==> src/rtl/ascii_mon_pkg.sv <==
// Shared definitions for the ASCII stream monitor.
// Holds the ASCII code points the monitor reacts to and the word/separator
// state type used by the message-tracking FSM.
package ascii_mon_pkg;

    localparam logic [7:0] ASCII_LF  = 8'h0A;
    localparam logic [7:0] ASCII_CR  = 8'h0D;
    localparam logic [7:0] ASCII_SP  = 8'h20;
    localparam logic [7:0] ASCII_DOT = 8'h2E;

    typedef enum logic [1:0] {
        IDLE    = 2'd0,
        IN_WORD = 2'd1,
        IN_SEP  = 2'd2
    } state_t;

endpackage

==> src/rtl/ascii_byte_classifier.sv <==
// Combinational byte classifier for the ASCII stream monitor.
// Ports:
//   din     - stream byte
//   is_sep  - byte is a separator (space or any byte below 0x20)
//   is_lf   - byte is a line feed
//   is_dot  - byte is a full stop
//   is_ctrl - control byte other than LF/CR
//   is_ext  - byte has the top bit set (>= 0x80)
module ascii_byte_classifier (
    input  logic [7:0] din,
    output logic       is_sep,
    output logic       is_lf,
    output logic       is_dot,
    output logic       is_ctrl,
    output logic       is_ext
);
    import ascii_mon_pkg::*;

    // Decode byte classes; 0x7F and everything from 0x21 up count as word bytes
    always_comb begin
        is_lf   = (din == ASCII_LF);
        is_dot  = (din == ASCII_DOT);
        is_sep  = (din <= ASCII_SP);
        is_ctrl = (din < ASCII_SP) && (din != ASCII_LF) && (din != ASCII_CR);
        is_ext  = din[7];
    end

endmodule

==> src/rtl/ascii_stream_monitor.sv <==
// Characterises a byte-per-clock ASCII stream message by message.
// A message ends on ".\n" or after TIMEOUT idle cycles while one is in progress;
// at that point the live counts are latched into the msg_* summary outputs and
// msg_done pulses on the following cycle.
// Ports:
//   clk, reset      - clock, asynchronous active-high reset
//   clear           - synchronous abort of the message in progress (summary kept)
//   din, din_valid  - stream byte and its qualifier
//   busy            - a message is in progress
//   msg_done        - one-cycle pulse, summary just updated
//   msg_chars/words/lines/sum - summary counts of the last message
//   msg_timeout, ext_flag, ctrl_err, ovf - summary flags of the last message
module ascii_stream_monitor #(
    parameter int CNT_W   = 12,
    parameter int WRD_W   = 8,
    parameter int TIMEOUT = 16,
    parameter int TO_W    = 8
) (
    input  logic             clk,
    input  logic             reset,
    input  logic             clear,
    input  logic [7:0]       din,
    input  logic             din_valid,
    output logic             busy,
    output logic             msg_done,
    output logic [CNT_W-1:0] msg_chars,
    output logic [WRD_W-1:0] msg_words,
    output logic [WRD_W-1:0] msg_lines,
    output logic [7:0]       msg_sum,
    output logic             msg_timeout,
    output logic             ext_flag,
    output logic             ctrl_err,
    output logic             ovf
);
    import ascii_mon_pkg::*;

    localparam bit              TO_EN   = (TIMEOUT != 0);
    // The timeout fires on the edge where the idle count would reach TIMEOUT.
    localparam logic [TO_W-1:0] TO_LAST = TO_W'(TIMEOUT - 1);

    logic is_sep_s, is_lf_s, is_dot_s, is_ctrl_s, is_ext_s;

    ascii_byte_classifier u_classifier (
        .din     (din),
        .is_sep  (is_sep_s),
        .is_lf   (is_lf_s),
        .is_dot  (is_dot_s),
        .is_ctrl (is_ctrl_s),
        .is_ext  (is_ext_s)
    );

    state_t           state_r, state_nx_s;
    logic [CNT_W-1:0] chars_r, chars_upd_s;
    logic [WRD_W-1:0] words_r, words_upd_s;
    logic [WRD_W-1:0] lines_r, lines_upd_s;
    logic [7:0]       sum_r, sum_upd_s;
    logic             ctrl_r, ctrl_upd_s;
    logic             ext_r, ext_upd_s;
    logic             ovf_r, ovf_upd_s;
    logic             dot_seen_r;
    logic [TO_W-1:0]  idle_r;
    logic             acc_s, eom_term_s, eom_to_s;

    assign acc_s      = din_valid && !clear;
    assign eom_term_s = acc_s && is_lf_s && dot_seen_r;
    assign eom_to_s   = TO_EN && !clear && !din_valid && (state_r != IDLE) && (idle_r == TO_LAST);
    assign busy       = (state_r != IDLE);

    // Live counter values as they would be after accepting the current byte
    always_comb begin
        chars_upd_s = chars_r;
        words_upd_s = words_r;
        lines_upd_s = lines_r;
        sum_upd_s   = sum_r + din;
        ctrl_upd_s  = ctrl_r | is_ctrl_s;
        ext_upd_s   = ext_r | is_ext_s;
        ovf_upd_s   = ovf_r;
        if (&chars_r) begin
            ovf_upd_s = 1'b1;
        end else begin
            chars_upd_s = chars_r + CNT_W'(1);
        end
        // A word starts on a word byte that does not continue the previous one.
        if ((state_r != IN_WORD) && !is_sep_s) begin
            if (&words_r) begin
                ovf_upd_s = 1'b1;
            end else begin
                words_upd_s = words_r + WRD_W'(1);
            end
        end else begin
            words_upd_s = words_r;
        end
        if (is_lf_s) begin
            if (&lines_r) begin
                ovf_upd_s = 1'b1;
            end else begin
                lines_upd_s = lines_r + WRD_W'(1);
            end
        end else begin
            lines_upd_s = lines_r;
        end
    end

    // Next-state logic: any accepted byte selects word/separator state by its class
    always_comb begin
        state_nx_s = state_r;
        if (clear) begin
            state_nx_s = IDLE;
        end else if (acc_s) begin
            if (eom_term_s) begin
                state_nx_s = IDLE;
            end else if (is_sep_s) begin
                state_nx_s = IN_SEP;
            end else begin
                state_nx_s = IN_WORD;
            end
        end else if (eom_to_s) begin
            state_nx_s = IDLE;
        end else begin
            state_nx_s = state_r;
        end
    end

    // FSM state register
    always_ff @(posedge clk or posedge reset) begin
        if (reset) begin
            state_r <= IDLE;
        end else begin
            state_r <= state_nx_s;
        end
    end

    // Live counters, idle timer, and summary registers latched at end of message
    always_ff @(posedge clk or posedge reset) begin
        if (reset) begin
            chars_r     <= '0;
            words_r     <= '0;
            lines_r     <= '0;
            sum_r       <= 8'h00;
            ctrl_r      <= 1'b0;
            ext_r       <= 1'b0;
            ovf_r       <= 1'b0;
            dot_seen_r  <= 1'b0;
            idle_r      <= '0;
            msg_done    <= 1'b0;
            msg_chars   <= '0;
            msg_words   <= '0;
            msg_lines   <= '0;
            msg_sum     <= 8'h00;
            msg_timeout <= 1'b0;
            ext_flag    <= 1'b0;
            ctrl_err    <= 1'b0;
            ovf         <= 1'b0;
        end else if (clear) begin
            chars_r    <= '0;
            words_r    <= '0;
            lines_r    <= '0;
            sum_r      <= 8'h00;
            ctrl_r     <= 1'b0;
            ext_r      <= 1'b0;
            ovf_r      <= 1'b0;
            dot_seen_r <= 1'b0;
            idle_r     <= '0;
            msg_done   <= 1'b0;
        end else begin
            msg_done <= eom_term_s || eom_to_s;
            if (acc_s || (state_r == IDLE) || eom_to_s || !TO_EN) begin
                idle_r <= '0;
            end else begin
                idle_r <= idle_r + TO_W'(1);
            end
            if (eom_term_s) begin
                // Summary includes the terminating LF itself.
                msg_chars   <= chars_upd_s;
                msg_words   <= words_upd_s;
                msg_lines   <= lines_upd_s;
                msg_sum     <= sum_upd_s;
                msg_timeout <= 1'b0;
                ext_flag    <= ext_upd_s;
                ctrl_err    <= ctrl_upd_s;
                ovf         <= ovf_upd_s;
                chars_r     <= '0;
                words_r     <= '0;
                lines_r     <= '0;
                sum_r       <= 8'h00;
                ctrl_r      <= 1'b0;
                ext_r       <= 1'b0;
                ovf_r       <= 1'b0;
                dot_seen_r  <= 1'b0;
            end else if (acc_s) begin
                chars_r    <= chars_upd_s;
                words_r    <= words_upd_s;
                lines_r    <= lines_upd_s;
                sum_r      <= sum_upd_s;
                ctrl_r     <= ctrl_upd_s;
                ext_r      <= ext_upd_s;
                ovf_r      <= ovf_upd_s;
                dot_seen_r <= is_dot_s;
            end else if (eom_to_s) begin
                msg_chars   <= chars_r;
                msg_words   <= words_r;
                msg_lines   <= lines_r;
                msg_sum     <= sum_r;
                msg_timeout <= 1'b1;
                ext_flag    <= ext_r;
                ctrl_err    <= ctrl_r;
                ovf         <= ovf_r;
                chars_r     <= '0;
                words_r     <= '0;
                lines_r     <= '0;
                sum_r       <= 8'h00;
                ctrl_r      <= 1'b0;
                ext_r       <= 1'b0;
                ovf_r       <= 1'b0;
                dot_seen_r  <= 1'b0;
            end else begin
                chars_r    <= chars_r;
                dot_seen_r <= dot_seen_r;
            end
        end
    end

endmodule

==> config.mk <==
export PLATFORM = sky130hd
export DESIGN_NAME = ascii_stream_monitor
export DESIGN_NICKNAME = d
export VERILOG_FILES = /design/src/rtl/ascii_mon_pkg.sv /design/src/rtl/ascii_byte_classifier.sv /design/src/rtl/ascii_stream_monitor.sv
export SDC_FILE = /design/constraint.sdc
export NUM_CORES = 1
export LEC_CHECK = 0
export ABC_AREA = 0
export BUFFER_PORTS_ARGS = -buffer_cell sky130_fd_sc_hd__buf_2
export CAP_MARGIN = 5
export CORE_MARGIN = 3
export CORE_UTILIZATION = 35
export CTS_CLUSTER_DIAMETER = 150
export DETAILED_ROUTE_END_ITERATION = 10
export MAX_ROUTING_LAYER = met4
export SYNTH_ARGS = -nofsm -noshare
export SYNTH_HDL_FRONTEND = slang
export SYNTH_SLANG_ARGS = --single-unit
==> constraint.sdc <==
create_clock -name clk -period 4.2 [get_ports clk]
set_input_delay 1.26 -clock clk [delete_from_list [all_inputs] [get_ports clk]]
set_output_delay 1.26 -clock clk [all_outputs]
set_load 0.02 [all_outputs]
==> flow_summary.ini, run 1 <==
[sta]
slew_headroom_pct = 36.9
fmax_ghz = 0.327
tightest_slew_ns = 0.945
whs_ns = 0.468
hold_viol_final = 0
rsz0062_at_grt = false
final.setup.tns_ns = 0
period_share_pct = 72.8
drv_slew = 0
setup-violations-final = 0
fin_crit_ns = 3.06
clock-skew-final_ns = 0.00538

[final_layout]
nets = 565
stdcell_area_sq_mm = 0.00561
n_antenna_cell = 0
register_area_sq_mm = 0.00228
multi_input_area_sq_mm = 0.00239
area_delta_synth_final_pct = 16.4
drive_gt1_share_pct = 20.0
fill_cells = 1305

[placement]
place_area_sq_mm = 0.00531
gp_congestion = 0.905
io_buffers = 53
dp_hpwl_mm = 8.31

[synth]
ys_seq_area_share_pct = 47.3
synthXorXnorAreaFrac_pct = 2.18
synth_compound_area_share_pct = 19.3
synth_top_family_by_area = compound AO/OA/AOI/OAI gates
yosys.area_share.simple_pct = 18.9
synthAdderAreaFrac_pct = 3.27
yosys_most_used_dff = dfrtp_1
ys_warn_count = 0
muxShareOfSynthArea_pct = 5.48
synth_area_per_cell_sq_um = 9.87
synth_fp_nets = 512
async_flop_share_pct = 100
syn_inst = 488
synth_edf_count = 0
syn_area_sq_mm = 0.00482
synth_cell_types = 63
ys_ff_latch = 91

[floorplan]
rows = 42
die_x_microns = 123
dieHeight_microns = 123
core_sq_mm = 0.0133
initial_core_util_pct = 36.1
num_io_pins = 54
dieArea_sq_mm = 0.0152

[global_routing]
grt_max_degree = 52
grt_first_pass_wirelength_mm = 19.8
track_usage_pct = 17.1
grt_util_met1_pct = 21.1
first_global_vias = 3896
grt-busiest-layer = met2
grt-ovfl-total = 0
antenna_found_initial = 0
grt_use_met2_pct = 28.2
use_met3_pct = 3.66

[power_and_ir_drop]
powerDensity_mw_per_mm2 = 344
ir_drop_mv = 0.194
power_leakage_nw = 2.54
finalPower_w = 0.00193

[hold_path]
min_from = idle_r[0]$_DFF_PP0_
hold_class = register to register
hold_end = idle_r[0]$_DFF_PP0_
hold_depth = 1

[worst_setup_path]
timing.rr.end = msg_sum[7]$_DFFE_PP0P_
startpoint_type = input pin
worstSetupPathType = input pin to register
path_max_fanout = 7
rr_startpoint = idle_r[4]$_DFF_PP0_
worst-r2r-cell-count = 5
rrSetupSlack_ns = 1.81
arrival_ns = 3.32
cp.required_ns = 4.46
end_kind = register

[routing]
initialDrtViolationCount = 235
wl_per_cell_microns = 16.9
via_count = 4047
antenna_left = 0
drc = 0
wl_mm = 12.2
dr.pass1.iters = 4
via_per_inst = 5.61

[clocking]
clk_latency_ns = 0.35
h-tree-depth = 3
cts_num_sinks = 91
path_clk_slew_ns = 0.06
numCtsBuffers = 9
postCtsSetupRepairBufs = 0
post_cts_resize_count = 0
clockBufferDepth = 2
cts_tree = yes
clockRootBuffer = clkbuf_16
cts_hold_buf = 0

[job]
max-cap-violations = 0

[outcome]
outcome = complete, no violations
==> through the flow <==
| step | cells | setup WS, ns | util, % |
|---|---|---|---|
| after floorplan | 488 | 0.576 | - |
| after global placement | 706 | 0.842 | 39.8 |
| after detailed placement | 706 | 0.783 | 39.8 |
| after CTS | 722 | 1.15 | 42.0 |
| after global routing | 722 | 0.927 | 42.0 |
| final | 722 | 1.14 | 42.0 |
==> critical path, stage by stage <==
cell and delay, ns:
buf_2 0.15, nor3b_1 0.45, nand3_1 0.28, nor4b_1 0.68, o21ai_0 0.21, a221oi_2 0.30
==> how the worst max path moves through the flow <==
stage,from,to,cells after the start
6_report,din[1],msg_lines[5]$_DFFE_PP0P_,6
5_1_grt,din[1],msg_lines[5]$_DFFE_PP0P_,6
3_3_place_gp,din[0],msg_sum[7]$_DFFE_PP0P_,6
2_1_floorplan,reset,chars_r[0]$_DFFE_PP0P_,1
3_5_place_dp,din[0],msg_sum[7]$_DFFE_PP0P_,6
4_1_cts,din[0],msg_sum[7]$_DFFE_PP0P_,6
==> power breakdown <==
group	total (W)	leakage [nW]	internal [W]	switching [W]
Combinational	0.000208	1.15	0.0000785	0.000129
Clock	0.000792	0.142	0.000450	0.000342
Sequential	0.000928	1.24	0.000902	0.0000252
Total	0.00193	2.54	0.00143	0.000496
==> kinds of logic after synthesis <==
logic type | count (synthesis)
compound gates | 139
xor+xnor | 12
fa+ha+maj | 12
buf+inv | 39
flops | 91
mux | 25
simple gates | 170
==> placed cells by master, fill, tap and decap left out, types with 3 or more instances in the layout <==
cell type,n
dfrtp_1,91
buf_2,53
nand2_1,40
a21oi_1,36
nor2_1,34
o21ai_0,33
nand3_1,28
inv_1,16
mux2i_1,14
and3_1,13
mux2_2,11
ha_1,11
buf_4,10
a22o_1,9
clkbuf_16,9
a31oi_1,8
nor3_1,7
xor2_1,7
and2_1,6
nand4_1,6
o221a_2,6
o22ai_1,6
and4_1,6
xnor2_1,5
a211oi_1,4
o31ai_1,4
or3_1,4
a311oi_1,4
nand2b_1,3
nor4_1,3
nor2b_1,3
o21a_1,3
clkbuf_8,3
==> metal layers <==
layer,vias up,share of wire (%)
li1,1930,-
met5,-,0
met4,0,1.4
met3,17,4.1
met2,92,49
met1,2008,46
==> synthesized netlist by cell type, types with 2 or more instances <==
cell / instances / share of area [%]
a211o_1: 2 / 0.36
a211oi_1: 4 / 0.62
a21o_1: 2 / 0.31
a21oi_1: 36 / 3.7
a22o_1: 9 / 1.6
a311oi_1: 4 / 0.73
a31oi_1: 8 / 1.0
a41oi_1: 3 / 0.55
and2_1: 6 / 0.78
and3_1: 13 / 1.7
and4_1: 6 / 1.1
and4b_1: 2 / 0.42
buf_1: 4 / 0.31
buf_2: 6 / 0.62
buf_6: 2 / 0.47
clkbuf_1: 9 / 0.70
dfrtp_1: 91 / 47
ha_1: 11 / 2.9
inv_1: 17 / 1.3
mux2_2: 11 / 2.6
mux2i_1: 14 / 2.9
nand2_1: 40 / 3.1
nand2b_1: 3 / 0.39
nand3_1: 28 / 2.9
nand4_1: 6 / 0.78
nor2_1: 35 / 2.7
nor2b_1: 3 / 0.39
nor3_1: 7 / 0.73
nor4_1: 3 / 0.39
o2111ai_1: 2 / 0.36
o211ai_1: 2 / 0.31
o21a_1: 3 / 0.47
o21ai_0: 33 / 3.4
o21bai_1: 2 / 0.31
o221a_2: 6 / 1.4
o22ai_1: 6 / 0.78
o31ai_1: 5 / 0.78
o32a_1: 2 / 0.42
o32ai_1: 2 / 0.36
or2_2: 2 / 0.26
or3_1: 4 / 0.52
or4_1: 2 / 0.31
or4b_4: 2 / 0.57
xnor2_1: 5 / 0.91
xor2_1: 7 / 1.3
==> registers in the layout (all words and copies together), names as in the netlist, 2 cells and up <==
| signal | cells |
|---|---|
| chars_r | 12 |
| idle_r | 8 |
| lines_r | 8 |
| msg_chars | 12 |
| msg_lines | 8 |
| msg_sum | 8 |
| msg_words | 8 |
| state_r | 2 |
| sum_r | 8 |
| words_r | 8 |
==> area by class of cell <==
| type | count | area share (%) |
|---|---|---|
| Multi-Input combinational cell | 358 | 42.7 |
| Sequential cell | 91 | 40.6 |
| Timing Repair Buffer | 64 | 6.43 |
| Clock buffer | 13 | 4.82 |
| Tap cell | 176 | 3.93 |
| Inverter | 17 | 1.16 |
| Clock inverter | 3 | 0.379 |
Note: power is estimated with default switching activity, not from simulation.
==> inputs of run 2 (changes only) <==
==> constraint.sdc (replaced) <==
create_clock -name clk -period 2.6 [get_ports clk]
set_input_delay 0.78 -clock clk [delete_from_list [all_inputs] [get_ports clk]]
set_output_delay 0.78 -clock clk [all_outputs]
set_load 0.02 [all_outputs]
==> flow_summary.ini, run 2 (synthesis gave the netlist of run 1 again) <==
[sta]
setup-violations-final = 0
fin_crit_ns = 2.24
tightest_slew_ns = 0.471
drv_slew = 0
clock-skew-final_ns = 0.00804
rsz0062_at_grt = false
slew_headroom_pct = 68.5
period_share_pct = 86.1
whs_ns = 0.410
fmax_ghz = 0.447
hold_viol_final = 0
final.setup.tns_ns = 0

[routing]
via_per_inst = 5.52
dr.pass1.iters = 5
via_count = 4184
initialDrtViolationCount = 306
antenna_left = 0
wl_mm = 12.3
drc = 0
wl_per_cell_microns = 16.3

[floorplan]
num_io_pins = 54
dieHeight_microns = 123
initial_core_util_pct = 36.1
die_x_microns = 123
core_sq_mm = 0.0133
rows = 42
dieArea_sq_mm = 0.0152

[worst_setup_path]
crit_start = din[0]
slowest_delay_ns = 0.59
worst-r2r-cell-count = 5
cp_num_buf_inv = 4
path_cells = buf_2, or4b_4, nor4_4, buf_4, buf_4, buf_4, o21ai_0
rr_startpoint = idle_r[4]$_DFF_PP0_
rrSetupSlack_ns = 0.47
worstSetupPathType = input pin to register
timing.rr.end = msg_lines[7]$_DFFE_PP0P_
cpLargestDelayFamily = simple AND/OR/NAND/NOR gates
arrival_ns = 2.46
cpMaxStageDelayCell = or4b_4
path_max_fanout = 12
crit_cells = 7
cpMostUsedCell = buf_4
critPathCapture = msg_sum[1]$_DFFE_PP0P_
end_kind = register
startpoint_type = input pin
cp.required_ns = 2.82

[clocking]
clockBufferDepth = 2
clockRootBuffer = clkbuf_16
clk_latency_ns = 0.35
path_clk_slew_ns = 0.07
post_cts_resize_count = 0
numCtsBuffers = 9
cts_tree = yes
postCtsSetupRepairBufs = 0
h-tree-depth = 3
cts_num_sinks = 91
cts_hold_buf = 0

[power_and_ir_drop]
switching_share_pct = 25.0
p_int_w = 0.00246
power_leakage_nw = 2.73
pwr-share-comb_pct = 11.2
powerDensity_mw_per_mm2 = 551
p_switching_w = 0.000821
clockPowerShare_pct = 43.1
seqPwrFrac_pct = 45.7
ir_drop_mv = 0.385

[hold_path]
hold_class = input pin to async pin

[global_routing]
track_usage_pct = 17.6
grt-ovfl-total = 0
grt_max_degree = 77
antenna_found_initial = 0
first_global_vias = 4088
grt_first_pass_wirelength_mm = 20.6

[placement]
io_buffers = 53
gp_congestion = 0.934
dp_hpwl_mm = 9.03

[final_layout]
final_common_cell = dfrtp_1
largestRegisters = chars_r x12, msg_chars x12
nets = 601
final_cell_mix = dfrtp_1, buf_2, buf_4
drive_gt1_share_pct = 25.1
area_delta_synth_final_pct = 23.5
n_antenna_cell = 0

[job]
max-cap-violations = 0

[outcome]
outcome = complete, no violations
==> run 2: layout make-up <==
type	instances	area, sq um
clock buffer	9	225
clock inverter	7	101
fill	1311	7400
inverter	17	67.6
multi-input combinational	358	2390
sequential	91	2280
tap	176	220
timing repair buffer	100	668
==> run 2: how the worst min path moves through the flow <==
stage	end	slack (ns)	depth (start not counted)
after detailed placement	idle_r[0]$_DFF_PP0_	0.46	1
final	msg_chars[2]$_DFFE_PP0P_	0.41	2
after global placement	idle_r[0]$_DFF_PP0_	0.45	1
after floorplan	idle_r[0]$_DFF_PP0_	0.43	1
after global routing	chars_r[0]$_DFFE_PP0P_	0.43	2
after CTS	msg_chars[2]$_DFFE_PP0P_	0.41	2
==> run 2: power by group through the flow <==
stage / Combinational (W) / Sequential (W) / Clock [W]
after floorplan: 0.000215 / 0.00153 / 0
after global placement: 0.000359 / 0.00152 / 0
after detailed placement: 0.000371 / 0.00152 / 0
after CTS: 0.000372 / 0.00150 / 0.00146
after global routing: 0.000414 / 0.00150 / 0.00153
final: 0.000368 / 0.00150 / 0.00141
==> run 2: layer usage <==
metal	part of all wire (%)	track usage, %
met2	49	28.6
met5	0	-
met3	5.2	4.67
met4	1.1	4.43
met1	44	21.8
==> run 2: per-stage QoR <==
stage / instance area (sq um) / setup WS, ns / power, W / std cells / util, %
final: 5950 / 0.361 / 0.00328 / 758 / 44.6
after global placement: 5620 / 0.0634 / 0.00188 / 742 / 42.1
after CTS: 5950 / 0.375 / 0.00333 / 758 / 44.6
after detailed placement: 5620 / 0.0162 / 0.00189 / 742 / 42.1
after floorplan: 4820 / 0.0586 / 0.00174 / 488 / -
after global routing: 5950 / 0.228 / 0.00344 / 758 / 44.6
